--- src/rtl/rvdff_pipe_if.sv ---
// rvdff_pipe_if: valid/ready handshake bundle for the rvdff_pipe register pipeline
interface rvdff_pipe_if #(
  parameter int WIDTH = 1,
  parameter int DEPTH = 2
);
  logic                         in_valid;
  logic                         in_ready;
  logic [WIDTH-1:0]             din;
  logic                         out_valid;
  logic                         out_ready;
  logic [WIDTH-1:0]             dout;
  logic [$clog2(DEPTH+1)-1:0]   occupancy;
  modport master (
    output in_valid, din, out_ready,
    input  in_ready, out_valid, dout, occupancy
  );
  modport slave (
    input  in_valid, din, out_ready,
    output in_ready, out_valid, dout, occupancy
  );
endinterface

--- src/rtl/rvdff_pipe.sv ---
// rvdff_pipe: DEPTH-stage valid/ready register pipeline with bubble collapse and flush
module rvdff_pipe #(
  parameter int               WIDTH     = 1,
  parameter int               DEPTH     = 2,
  parameter logic [WIDTH-1:0] RESET_VAL = '0
) (
  input  logic         clk,
  input  logic         rst,
  input  logic         flush,
  rvdff_pipe_if.slave  bus
);
  localparam int OW = $clog2(DEPTH+1);
  logic [DEPTH-1:0] vld;
  logic [DEPTH-1:0] load;
  logic [DEPTH-1:0] src_vld;
  logic [WIDTH-1:0] dat     [DEPTH];
  logic [WIDTH-1:0] src_dat [DEPTH];
  logic [OW-1:0]    occ;
  // a stage can take a new value when it is empty or its content moves on
  always_comb begin
    load = '0;
    load[DEPTH-1] = !vld[DEPTH-1] || bus.out_ready;
    for (int k = DEPTH-2; k >= 0; k--) load[k] = !vld[k] || load[k+1];
  end
  assign bus.in_ready = load[0] && !flush;
  // each stage is fed by its predecessor; stage 0 is fed by an accepted din
  always_comb begin
    src_vld[0] = bus.in_valid && bus.in_ready;
    src_dat[0] = bus.din;
    for (int k = 1; k < DEPTH; k++) begin
      src_vld[k] = vld[k-1];
      src_dat[k] = dat[k-1];
    end
  end
  // valid bits clear on flush; data registers only capture real items
  always_ff @(posedge clk or posedge rst)
    if (rst) begin
      vld <= '0;
      for (int k = 0; k < DEPTH; k++) dat[k] <= RESET_VAL;
    end else begin
      for (int k = 0; k < DEPTH; k++) begin
        if (flush) vld[k] <= 1'b0;
        else if (load[k]) vld[k] <= src_vld[k];
        if (!flush && load[k] && src_vld[k]) dat[k] <= src_dat[k];
      end
    end
  // occupancy is a population count of the valid bits
  always_comb begin
    occ = '0;
    for (int k = 0; k < DEPTH; k++) occ = occ + OW'(vld[k]);
  end
  assign bus.out_valid = vld[DEPTH-1];
  assign bus.dout      = dat[DEPTH-1];
  assign bus.occupancy = occ;
endmodule

--- src/flat_wrapper.sv ---
// flat-port wrapper written by rule: the top's interface ports become plain ports
module rvdff_pipe_flat 
#(
  parameter int               WIDTH     = 1,
  parameter int               DEPTH     = 2,
  parameter logic [WIDTH-1:0] RESET_VAL = '0
)
  (clk, rst, flush, bus_in_valid, bus_din, bus_out_ready, bus_in_ready, bus_out_valid, bus_dout, bus_occupancy);
  rvdff_pipe_if #(.WIDTH(WIDTH), .DEPTH(DEPTH)) bus_i ();
  input  logic clk;
  input  logic rst;
  input  logic flush;
  input wire logic [$bits(bus_i.in_valid)-1:0] bus_in_valid;
  input wire logic [$bits(bus_i.din)-1:0] bus_din;
  input wire logic [$bits(bus_i.out_ready)-1:0] bus_out_ready;
  output wire logic [$bits(bus_i.in_ready)-1:0] bus_in_ready;
  output wire logic [$bits(bus_i.out_valid)-1:0] bus_out_valid;
  output wire logic [$bits(bus_i.dout)-1:0] bus_dout;
  output wire logic [$bits(bus_i.occupancy)-1:0] bus_occupancy;
  assign bus_i.in_valid = bus_in_valid;
  assign bus_i.din = bus_din;
  assign bus_i.out_ready = bus_out_ready;
  assign bus_in_ready = bus_i.in_ready;
  assign bus_out_valid = bus_i.out_valid;
  assign bus_dout = bus_i.dout;
  assign bus_occupancy = bus_i.occupancy;
  rvdff_pipe #(.WIDTH(WIDTH), .DEPTH(DEPTH), .RESET_VAL(RESET_VAL)) u_core (.clk(clk), .rst(rst), .flush(flush), .bus(bus_i));
endmodule
--- config.mk ---
export PLATFORM = sky130hd
export DESIGN_NAME = rvdff_pipe_flat
export DESIGN_NICKNAME = d
export VERILOG_FILES = /design/src/rtl/rvdff_pipe_if.sv /design/src/rtl/rvdff_pipe.sv /design/src/flat_wrapper.sv
export SDC_FILE = /design/constraint.sdc
export NUM_CORES = 1
export LEC_CHECK = 0
export BUFFER_PORTS_ARGS = -buffer_cell sky130_fd_sc_hd__buf_2
export CORE_AREA = 2 2 39 41
export DETAILED_ROUTE_END_ITERATION = 8
export DIE_AREA = 0 0 41 43
export GPL_TIMING_DRIVEN = 0
export HOLD_SLACK_MARGIN = 0.08
export PLACE_DENSITY = 0.45
export SYNTH_ARGS = -nofsm -noshare
export SYNTH_HDL_FRONTEND = slang
export SYNTH_SLANG_ARGS = --single-unit
--- constraint.sdc ---
create_clock -name clk -period 1.4 [get_ports clk]
set_clock_uncertainty 0.15 [all_clocks]
set_input_delay 0.21 -clock clk [delete_from_list [all_inputs] [get_ports clk]]
set_output_delay 0.21 -clock clk [all_outputs]
set_load 0.01 [all_outputs]
==> run summary, run 1 <==
Num CTS Buffers - 3
Crit path largest cell delay - 0.40 ns
Largest net degree at the start of global routing - 5
Vias in the first global route - 188
DRC viols - 0
CTS HTree Levels - 1
Crit path buffers/inverters - 1
Root Buffer - clkbuf_4
Remaining antenna violation count - 0
Die Area - 1763 um2
Slowest library cell on the worst path - dfrtp_1
Die X - 41 um
Setup TNS - -0.06006 ns
Number of synthesized register bits - 4
Post-Route M1 WL - 221 um
Setup Buffers After CTS - 0
Core Util, Final - 23.15%
Area after DPL - 267.8 um2
CP top delay family - flip-flops
Syn Inst Count - 17
Critical path required time - 1.04 ns
Commonest non-fill, non-tap cell in the layout - buf_2
Final min period - 1.424 ns
FF/Latch Area - 100.1 um2
Leakage - 0.1697 nW
Worst reg-to-reg setup slack - -0.01 ns
Failing checks - setup timing
FP Rows - 14
Peak supply drop - 0.0004724 V
Metal3 WL - 63 um
Syn_nets - 24
Uppermost layer routed - met3
DRT Pass-1 Iters - 4
Synth unique cells - 11
Hold Crit Endpoint - u_core.vld[0]
Multi-input gate area - 90.09 um2
Max FO, Critical Path - 4
Commonest cells after routing, fill and taps aside - buf_2, dfrtp_1, nor2_1, clkbuf_4, dlygate4sd3_1
Detailed placer's ending HPWL - 329.7 um
Slew @ Worst Pin - 0.1889 ns
Max Slew Vio Count - 0
Reg-to-reg startpoint - u_core.vld[0]
Die Ht - 43 um
Status - complete, but fails checks
Relative slew slack - 87.35%
GP Congestion - 0.5772
Min-Delay Path Depth - 3
Routed wl met2 - 156 um
RSZ-0062 raised after global routing - true
Crit path kind - reg2out
Total grt overflow - 0
I/O pins - 11
Final WS setup - -0.02437 ns
Via count - 180
Finished Layout Cells - 49
Initial DRC count - 2
Mapped cell area - 197.7 um2
Fillers - 158
Post-CTS sizing - 0
Clock Tree Buf Depth - 2
Diode count - 0
Hold path startpoint - bus_in_valid
Starting density of the core - 14.29%
Final Hold Viols - 0
DP Worst Slack - -0.02875 ns
Clock edge transition at the registers on the reported setup and hold paths - 0.04 ns
Routed WL - 440 um
R2R depth - 3
Initial antenna violation count - 0
Synth Area per Inst - 11.63 um2
Final setup fails - 3
Layout cell share with drive strength beyond 1 - 48.48%
Port buffer count - 10
Critical path endpoint category - primary output
Total track usage - 6.546%
Syn-to-layout area delta - 62.02%
Wire length per cell - 8.980 um
Critical-path cell list - and3b_1 > nor2_1 > buf_2
Worst reg2reg path endpoint - u_core.dat[1]
Final Cycle Share - 101.7%
Global-route wire length before repair - 745 um
Worst-Skew Late Latency - 0.23 ns
MaxCap Viol Count - 0
HP Class - in2reg
Vias per inst - 3.673
Final instance area - 320.3 um2
Yosys warning count - 0
CP Launch Type - flop
Core area - 1384 um2
Clock sink total - 4
Post-synthesis sequential area ratio - 50.63%
Power per Cell Area - 1104 nW/um2
Post-Place Cells - 43
Achievable Freq - 0.7021 GHz
CTS tree - yes
WP data arrival - 1.06 ns
Nets - 42
## worst min-delay path: cells and delay by family
family,cells,cell delay (ns)
AND/OR/NAND/NOR,2,0.13
buffers and inverters,1,0.08
## layer usage
| layer | GRT usage [%] | vias up |
|---|---|---|
| met1 | 8.442 | 80 |
| met4 | 4.000 | 0 |
| met3 | 3.141 | 0 |
| li1 | - | 89 |
| met5 | 0 | - |
| met2 | 8.438 | 11 |
## state kept, by name, summed over array words and instances (netlist names)
register,cells
u_core.vld,2
u_core.dat,1
u_core.bus.dout,1
## logic make-up (layout without fill, tap and decap cells)
family / after synthesis / after routing / share of synthesized area (%)
buffers and inverters: 2 / 18 / 3.799
muxes: 2 / 2 / 13.29
and+or+nand+nor: 7 / 7 / 23.42
adders and majority gates: 1 / 1 / 6.328
DFF: 4 / 4 / 50.63
AOI/OAI and AO/OA: 1 / 1 / 2.529
## cells in the mapped netlist, drive strengths merged
| library cell | instances | share of area (%) |
|---|---|---|
| dfrtp | 4 | 51 |
| nor2 | 3 | 5.7 |
| inv | 2 | 3.8 |
| mux2 | 2 | 13 |
| a21oi | 1 | 2.5 |
| and3b | 1 | 4.4 |
| ha | 1 | 6.3 |
| nand2b | 1 | 3.2 |
| nand3b | 1 | 3.8 |
| nor3b | 1 | 6.3 |
## power by group
part	total, mW	switching (mW)	internal (mW)
clock network	0.143	0.0469	0.0959
registers	0.142	0.00923	0.133
logic	0.0688	0.0288	0.0400
## worst max-delay path by stage
stage                  startpoint            end  slack [ns]  cells past startpoint
finish              u_core.vld[0]   bus_in_ready       -0.02                      3
global route        u_core.vld[0]   bus_in_ready       -0.11                      3
CTS                 u_core.vld[0]   bus_in_ready       -0.04                      3
detailed placement  u_core.vld[0]  u_core.dat[1]       -0.03                      3
global placement    u_core.vld[0]  u_core.dat[1]       -0.02                      3
floorplan           u_core.vld[1]  u_core.dat[1]        0.03                      3
## per-stage QoR
| stage | hold WS [ns] | total power, mW |
|---|---|---|
| finish | 0.07793 | 0.3537 |
| global route | 0.1227 | 0.3792 |
| CTS | 0.08294 | 0.3658 |
| detailed placement | -0.04768 | 0.2069 |
| global placement | -0.05055 | 0.2068 |
| floorplan | -0.1739 | 0.1789 |
## area by class of cell
cell class / instances / share of cell area [%]
well taps: 16 / 6.250
inverters: 2 / 2.344
repair buffers: 13 / 25.00
flip-flops and latches: 4 / 31.25
clock buffers: 3 / 7.031
multi-input cells: 11 / 28.13
## what timing repair did
| action | CTS | global route |
|---|---|---|
| endpoints found under the hold margin | 7 | 0 |
| setup endpoints to repair | 3 | 3 |
| hold buffers | 3 | 0 |
Note: power is estimated with default switching activity, not from simulation.
==> run 2: changes to the inputs <==
--- a/config.mk
+++ b/config.mk
@@ -12,6 +12,7 @@
 export GPL_TIMING_DRIVEN = 0
 export HOLD_SLACK_MARGIN = 0.08
 export PLACE_DENSITY = 0.45
+export SKIP_CTS_REPAIR_TIMING = 1
 export SYNTH_ARGS = -nofsm -noshare
 export SYNTH_HDL_FRONTEND = slang
 export SYNTH_SLANG_ARGS = --single-unit
==> run 2 against run 1 <==
The run still ends with setup timing left. Flip-flop and latch count stayed put. Final cell count did not move. First-iteration DRC count did not move. Maximum frequency about the same. Sequential power about the same. Setup slack hardly changed. Wire length fell by 0.68%.
==> run summary, run 2 (same netlist as run 1, synthesis figures left out) <==
Final Cycle Share - 101.7%
Total grt overflow - 0
Clock sink total - 4
GP Congestion - 0.5772
Final min period - 1.424 ns
Core area - 1384 um2
WP data arrival - 1.06 ns
Die Ht - 43 um
Multi-input gate area - 90.09 um2
Fillers - 158
Vias per inst - 3.673
Num CTS Buffers - 3
Relative slew slack - 87.52%
Final setup fails - 3
Initial DRC count - 2
DRT Pass-1 Iters - 4
Status - complete, but fails checks
Worst-Skew Late Latency - 0.23 ns
Slew @ Worst Pin - 0.1864 ns
HP Class - in2reg
Via count - 180
Die Area - 1763 um2
Syn-to-layout area delta - 62.02%
Remaining antenna violation count - 0
Initial antenna violation count - 0
CTS tree - yes
Nets - 42
Commonest non-fill, non-tap cell in the layout - buf_2
Leakage - 0.1697 nW
Layout cell share with drive strength beyond 1 - 48.48%
Critical path endpoint category - primary output
Final Hold Viols - 0
Largest net degree at the start of global routing - 6
Crit path largest cell delay - 0.40 ns
FF/Latch Area - 100.1 um2
Commonest cells after routing, fill and taps aside - buf_2, dfrtp_1, nor2_1, clkbuf_4, dlygate4sd3_1
DRC viols - 0
Core Util, Final - 23.15%
I/O pins - 11
Clock edge transition at the registers on the reported setup and hold paths - 0.04 ns
Starting density of the core - 14.29%
Final instance area - 320.3 um2
Slowest library cell on the worst path - dfrtp_1
Failing checks - setup timing
Port buffer count - 10
Root Buffer - clkbuf_4
Global-route wire length before repair - 669 um
CP Launch Type - flop
Max Slew Vio Count - 0
Area after DPL - 267.8 um2
Vias in the first global route - 172
MaxCap Viol Count - 0
Power per Cell Area - 1104 nW/um2
Final WS setup - -0.02421 ns
Max FO, Critical Path - 4
Detailed placer's ending HPWL - 329.7 um
Largest register by flop count - u_core.vld
Die X - 41 um
Peak supply drop - 0.0004724 V
Diode count - 0
Clock Tree Buf Depth - 2
Critical-path cell list - and3b_1 > nor2_1 > buf_2
RSZ-0062 raised after global routing - true
Crit path kind - reg2out
FP Rows - 14
Wire length per cell - 8.918 um
Achievable Freq - 0.7021 GHz
Total track usage - 5.942%
Routed WL - 437 um
Critical path required time - 1.04 ns
Number of flip-flops in the largest register - 2
DP Worst Slack - -0.02875 ns
CTS HTree Levels - 1
-- run 2: cell counts in the layout (fill, tap and decap cells not counted) --
No cell type changed its count.
-- run 2: final cells by class --
class | count | share of cell area [%]
flip-flops and latches | 4 | 31.25
multi-input cells | 11 | 28.13
clock buffers | 3 | 7.031
well taps | 16 | 6.250
inverters | 2 | 2.344
repair buffers | 13 | 25.00
-- run 2: path summary, 6_finish.rpt --
path,start,end,slack [ns],depth (start not counted)
worst max-delay path,u_core.vld[0],bus_in_ready,-0.02,3
worst max register to register,u_core.vld[0],u_core.dat[1],-0.01,3
max in group asynchronous,rst,u_core.vld[0],0.69,3
min in group asynchronous,rst,u_core.dat[1],0.25,3
worst min register to register,u_core.bus.dout,u_core.bus.dout,0.35,1
worst min-delay path,flush,u_core.vld[0],0.05,2
-- run 2: critical path, delay by kind of cell, from the launching register on --
kind | cells | cell delay (ns)
simple gates | 2 | 0.30
buf+inv | 1 | 0.13
flops | 1 | 0.40
-- run 2: power by group --
part	switching, mW	internal, mW	total (mW)
Combinational	0.0287	0.0400	0.0687
Clock	0.0469	0.0959	0.143
Sequential	0.00922	0.133	0.142
Total	0.0849	0.269	0.354
-- run 2: per-stage QoR --
step           setup TNS, ns  hold WS [ns]  instances  power [mW]
3_5_place_dp        -0.02875      -0.04768         43      0.2069
6_report            -0.05747       0.05281         49      0.3536
3_3_place_gp        -0.02303      -0.05055         43      0.2068
5_1_grt              -0.2561       0.08690         49      0.3792
2_1_floorplan              0       -0.1739         17      0.1789
4_1_cts              -0.1162       -0.3046         46      0.3593
-- run 2: routing by layer --
metal / global-route usage, % / share of wire [%]
met5: 0 / 0
met4: 4.000 / 0
met3: 3.141 / 14
met2: 7.187 / 34
met1: 7.792 / 51
